$ cat src/rtl/sha256_padder_if.sv
// sha256_padder_if: memory read port and padded-block stream of the SHA-256 padder.
interface sha256_padder_if;
    logic [15:0]  mem_addr;
    logic         mem_we;
    logic [31:0]  mem_read_data;
    logic         blk_valid;
    logic         blk_ready;
    logic [511:0] blk_data;
    logic         blk_last;
    modport master (
        output mem_addr, mem_we, blk_valid, blk_data, blk_last,
        input  mem_read_data, blk_ready
    );
    modport slave (
        input  mem_addr, mem_we, blk_valid, blk_data, blk_last,
        output mem_read_data, blk_ready
    );
endinterface

$ cat src/rtl/sha256_padder.sv
// sha256_padder: fetches a big-endian message from word memory and emits padded 512-bit SHA-256 blocks.
module sha256_padder (
    input  logic                    clk,
    input  logic                    reset,
    input  logic                    start,
    input  logic [31:0]             message_addr,
    input  logic [31:0]             size,
    output logic                    busy,
    output logic                    done,
    sha256_padder_if.master         bus
);
    typedef enum logic [1:0] {IDLE, FILL, HOLD, DONE} state_t;

    state_t            state_q;
    logic [31:0]       addr_q, size_q, nblk_q, blk_q;
    logic [4:0]        w_q;
    logic [0:15][31:0] data_q;
    logic [15:0]       mem_addr_q;
    logic              valid_q, last_q, busy_q, done_q;

    logic [3:0]  k;
    logic [31:0] g, rem, nf_g, nb_g, d, word_d;
    logic        is_last;

    // Word k is captured while the counter shows k+1, one cycle after its fetch.
    always_comb begin
        k       = 4'(w_q - 5'd1);
        g       = (blk_q << 6) + {26'd0, k, 2'd0};
        rem     = size_q - g;
        is_last = blk_q == nblk_q - 32'd1;
        nf_g    = (blk_q << 6) + (32'(w_q) << 2) + 32'd4;
        nb_g    = (blk_q + 32'd1) << 6;
        d       = bus.mem_read_data;
        word_d  = is_last && k == 4'd14 ? size_q >> 29
                : is_last && k == 4'd15 ? size_q << 3
                : g > size_q            ? 32'd0
                : g == size_q           ? 32'h8000_0000
                : rem >= 32'd4          ? d
                : rem == 32'd1          ? {d[31:24], 8'h80, 16'd0}
                : rem == 32'd2          ? {d[31:16], 8'h80, 8'd0}
                :                         {d[31:8], 8'h80};
    end

    always_ff @(posedge clk or posedge reset) begin
        if (reset) begin
            state_q    <= IDLE;
            addr_q     <= '0;
            size_q     <= '0;
            nblk_q     <= '0;
            blk_q      <= '0;
            w_q        <= '0;
            data_q     <= '0;
            mem_addr_q <= '0;
            valid_q    <= 1'b0;
            last_q     <= 1'b0;
            busy_q     <= 1'b0;
            done_q     <= 1'b0;
        end else begin
            case (state_q)
                IDLE: if (start) begin
                    addr_q  <= message_addr;
                    size_q  <= size;
                    nblk_q  <= ((size + 32'd8) >> 6) + 32'd1;
                    blk_q   <= '0;
                    w_q     <= '0;
                    busy_q  <= 1'b1;
                    state_q <= FILL;
                    if (size != 32'd0) mem_addr_q <= message_addr[15:0];
                end
                FILL: begin
                    if (w_q != 5'd0) data_q[k] <= word_d;
                    if (w_q < 5'd15 && nf_g < size_q)
                        mem_addr_q <= 16'(addr_q + (blk_q << 4) + 32'(w_q) + 32'd1);
                    if (w_q == 5'd16) begin
                        w_q     <= '0;
                        valid_q <= 1'b1;
                        last_q  <= is_last;
                        state_q <= HOLD;
                    end else begin
                        w_q <= w_q + 5'd1;
                    end
                end
                HOLD: if (bus.blk_ready) begin
                    valid_q <= 1'b0;
                    last_q  <= 1'b0;
                    if (last_q) begin
                        done_q  <= 1'b1;
                        state_q <= DONE;
                    end else begin
                        blk_q   <= blk_q + 32'd1;
                        state_q <= FILL;
                        if (nb_g < size_q) mem_addr_q <= 16'(addr_q + ((blk_q + 32'd1) << 4));
                    end
                end
                DONE: begin
                    done_q  <= 1'b0;
                    busy_q  <= 1'b0;
                    state_q <= IDLE;
                end
            endcase
        end
    end

    assign bus.mem_addr  = mem_addr_q;
    assign bus.mem_we    = 1'b0;
    assign bus.blk_valid = valid_q;
    assign bus.blk_data  = data_q;
    assign bus.blk_last  = last_q;
    assign busy          = busy_q;
    assign done          = done_q;
endmodule

$ cat src/flat_wrapper.sv
// flat-port wrapper written by rule: the top's interface ports become plain ports
module sha256_padder_flat 
  (clk, reset, start, message_addr, size, busy, done, bus_mem_addr, bus_mem_we, bus_blk_valid, bus_blk_data, bus_blk_last, bus_mem_read_data, bus_blk_ready);
  sha256_padder_if bus_i ();
  input  logic clk;
  input  logic reset;
  input  logic start;
  input  logic [31:0] message_addr;
  input  logic [31:0] size;
  output logic busy;
  output logic done;
  output wire logic [$bits(bus_i.mem_addr)-1:0] bus_mem_addr;
  output wire logic [$bits(bus_i.mem_we)-1:0] bus_mem_we;
  output wire logic [$bits(bus_i.blk_valid)-1:0] bus_blk_valid;
  output wire logic [$bits(bus_i.blk_data)-1:0] bus_blk_data;
  output wire logic [$bits(bus_i.blk_last)-1:0] bus_blk_last;
  input wire logic [$bits(bus_i.mem_read_data)-1:0] bus_mem_read_data;
  input wire logic [$bits(bus_i.blk_ready)-1:0] bus_blk_ready;
  assign bus_mem_addr = bus_i.mem_addr;
  assign bus_mem_we = bus_i.mem_we;
  assign bus_blk_valid = bus_i.blk_valid;
  assign bus_blk_data = bus_i.blk_data;
  assign bus_blk_last = bus_i.blk_last;
  assign bus_i.mem_read_data = bus_mem_read_data;
  assign bus_i.blk_ready = bus_blk_ready;
  sha256_padder u_core (.clk(clk), .reset(reset), .start(start), .message_addr(message_addr), .size(size), .busy(busy), .done(done), .bus(bus_i));
endmodule
$ cat config.mk
export PLATFORM = sky130hd
export DESIGN_NAME = sha256_padder_flat
export DESIGN_NICKNAME = d
export VERILOG_FILES = /design/src/rtl/sha256_padder_if.sv /design/src/rtl/sha256_padder.sv /design/src/flat_wrapper.sv
export SDC_FILE = /design/constraint.sdc
export NUM_CORES = 2
export LEC_CHECK = 0
export BUFFER_PORTS_ARGS = -buffer_cell sky130_fd_sc_hd__buf_2
export CORE_ASPECT_RATIO = 1.25
export CORE_MARGIN = 10
export CORE_UTILIZATION = 55
export CTS_BUF_LIST = sky130_fd_sc_hd__clkbuf_16
export CTS_CLUSTER_SIZE = 40
export DETAILED_ROUTE_END_ITERATION = 7
export GPL_TIMING_DRIVEN = 1
export PLACE_DENSITY = 0.87
export SYNTH_ARGS = -nofsm -noshare
export SYNTH_HDL_FRONTEND = slang
export SYNTH_SLANG_ARGS = --single-unit
export TNS_END_PERCENT = 20
$ cat constraint.sdc
create_clock -name clk -period 26.6 [get_ports clk]
set_input_delay 1.33 -clock clk [delete_from_list [all_inputs] [get_ports clk]]
set_output_delay 1.33 -clock clk [all_outputs]
set_load 0.01 [all_outputs]
==> results.yml <==
outcome:
  status: "finished clean"
global_route:
  groute.usage.overall_pct: 34.40
  grt_max_degree: 178
  grt_pass1_wl_mm: 182.3
  antenna_found_initial: 8
  grt_pass1_vias: 28830
  overflow: 0
routing:
  drc: 0
  num_vias: 29390
  dr_wl_met3_mm: 12.24
  drt_first_pass_iters: 6
  ant_nets: 0
  drt-total-wl_mm: 121.9
  wl_met2_mm: 57.26
  drt-wirelength-per-cell_um: 25.77
  wl_met1_mm: 42.51
  routed.top_layer: "met4"
  drt_iter0_markers: 3310
  via_per_inst: 6.210
worst_setup_path:
  critPathCaptureType: "register"
  cp_data_required_time_ns: 27.09
  cp_max_fo: 13
  crit_type: "reg -> reg"
  arrival_ns: 7.66
  crit_path_start_kind: "register"
synthesis:
  synth_top_area_cell: "dfrtp_1"
  synth-async-reset-ratio_pct: 100.0
  ys_ff_latch: 646
  syn_avg_cell_area_sq_um: 9.409
  synth.top_cell.area_share_pct: 50.24
  synth.area.top_cells: "dfrtp_1, o21ai_0, nand2_1"
  yosysWarnings: 0
  synth_nets: 3661
  synth_edf_count: 0
  synthFlopType: "dfrtp_1"
  yosysUniqueCellTypes: 93
  synth_area_sq_mm: 0.03218
  yosysSeqAreaShare_pct: 50.24
  netlist_instances: 3420
sta:
  setup_tns_ns: 0
  worst_pin_slew_ns: 1.295
  rsz0062_at_grt: "false"
  period_minus_slack_ns: 7.172
  finalSetupViolations: 0
  clock_skew_ns: 0.03299
  finalCritPeriodShare_pct: 26.96
  relSlewSlack_pct: 13.65
  report.final.slew_viol_count: 0
  setup_slack_ns: 19.43
  maxClockFrequency_mhz: 139.4
  finalHoldViolations: 0
final_layout:
  final_nets: 4157
  final_common_cell: "dfrtp_1"
  register_area_sq_mm: 0.01617
  multiInputGateArea_sq_mm: 0.01478
  drive_gt1_share_pct: 22.96
  synthToLayoutAreaGrowth_pct: 17.01
  n_fill_cell: 4511
  most-common-layout-cells: "dfrtp_1, nand2_1, buf_2"
  fin_cells: 4732
placed_design:
  placed_cells: 4610
  dpl.hpwl_mm: 90.10
  io_buffers: 615
  gp_congestion: 0.9840
  pre_cts_ws_ns: 19.71
clock_network:
  clk_pin_slew_ns: 0.07
  cts_buffer_depth: 3
  cts-root-buf: "clkbuf_16"
  clock_sinks: 646
  numCtsBuffers: 61
  post-cts-setup-buffers: 0
  clkLatencyLatePin_ns: 0.65
  cts_max_level: 2
  tritoncts: "done"
  cts.repair.resized: 0
  cts-hold-fix-buffers: 0
floorplanning:
  die_area_sq_mm: 0.06864
  rows: 99
  initial_core_util_pct: 55.27
  die_x_um: 236.3
  io_pins: 633
  dieHeight_um: 290.4
  fp.coreArea_sq_mm: 0.05822
power:
  powerDensity_mw_per_mm2: 133.1
  total_leakage_power_uw: 0.01794
  ir_worst_vdd_v: 0.00009689
job:
  maxCapViolations: 0
min_path:
  min-delay-path-class: "reg -> reg"
-- path summary, 6_finish.rpt --
check                                                     start                              endpoint  cells past startpoint  slack (ns)
max                                   u_core.w_q[0]$_DFFE_PP0P_   u_core.bus.blk_data[11]$_DFFE_PP0P_                     17       19.43
min                        u_core.bus.blk_data[162]$_DFFE_PP0P_  u_core.bus.blk_data[162]$_DFFE_PP0P_                      2        0.47
max reg2reg                           u_core.w_q[0]$_DFFE_PP0P_   u_core.bus.blk_data[11]$_DFFE_PP0P_                     17       19.43
min reg2reg                u_core.bus.blk_data[162]$_DFFE_PP0P_  u_core.bus.blk_data[162]$_DFFE_PP0P_                      2        0.47
max in group asynchronous                                 reset  u_core.bus.blk_data[395]$_DFFE_PP0P_                      5       22.43
min in group asynchronous                                 reset   u_core.bus.blk_data[70]$_DFFE_PP0P_                      2        0.88
-- worst max-delay path: stages, from the launching register on --
cell      delay [ns]
dfrtp_1         0.66
inv_1           0.26
ha_1            0.28
xor2_1          0.33
inv_1           0.19
ha_1            0.39
a21oi_1         0.25
a21oi_1         0.13
a2111o_1        0.47
a41o_1          0.27
xor2_1          0.16
or4_1           0.57
or4_1           0.48
nor4_4          0.61
nand3b_1        0.43
a21oi_2         1.12
or2_2           0.30
o21ai_0         0.10
-- power breakdown --
group	switching [uW]	total, uW	leakage (uW)	internal (uW)
combinational	1550	2390	0.00989	847
clock	396	855	0.000985	459
sequential	346	1760	0.00706	1420
total	2290	5010	0.0179	2720
-- layer usage --
metal,global-route usage (%),up-vias
met3,8.036,471
met4,24.39,0
met2,55.70,1852
li1,-,12870
met1,39.67,14200
met5,0,-
-- cell families after synthesis --
kind of cell,synth area share (%)
other,0.01165
AOI/OAI and AO/OA,16.89
adders and majority gates,5.669
and+or+nand+nor,16.02
buffers and inverters,4.063
xor gates and xnor gates,4.219
DFF,50.24
muxes,2.885
-- cell usage after synthesis (11+ instances only) --
cell	instances
a21o_1	31
a21oi_1	109
nand4_1	50
or2_2	18
nor2b_1	17
clkbuf_2	15
nor3_1	47
xnor2_1	113
nand3_1	54
buf_2	16
nor2_1	140
xor2_1	42
nand2b_1	15
a22oi_1	11
and2_1	27
a22o_1	19
nor4_1	22
or4_1	13
inv_1	104
or3_1	19
o21ai_0	582
clkbuf_1	181
mux2_2	78
dfrtp_1	646
ha_1	137
nand2_1	647
a31oi_1	17
and3_1	11
-- per-stage QoR --
stage / utilization (%) / cell area (sq um) / hold slack (ns) / power, uW
after floorplan: - / 32180 / 0.4753 / 3043
after global placement: 61.30 / 35690 / 0.4557 / 3998
after detailed placement: 61.30 / 35690 / 0.4607 / 4095
after CTS: 64.64 / 37630 / 0.4789 / 4979
after global routing: 64.67 / 37650 / 0.4897 / 5294
final: 64.67 / 37650 / 0.4745 / 5011
-- final cells by class --
| cell class | count | share of cell area [%] |
|---|---|---|
| clock buffers | 61 | 4.054 |
| flip-flops and latches | 646 | 42.94 |
| inverters | 111 | 1.127 |
| well taps | 757 | 2.516 |
| multi-input cells | 2444 | 39.26 |
| diodes | 8 | 0.05317 |
| clock inverters | 53 | 1.113 |
| repair buffers | 652 | 8.946 |
-- state kept, by name, summed over array words and instances, names as in the netlist --
signal and cells:
u_core.done 1, u_core.blk_q 32, u_core.nblk_q 27, u_core.bus.blk_data 512, u_core.w_q 5, u_core.bus.mem_addr 16
u_core.state_q 2, u_core.size_q 32, u_core.busy 1, u_core.bus.blk_valid 1, u_core.bus.blk_last 1, u_core.addr_q 16
No activity file was read; power rests on OpenSTA's default activity.
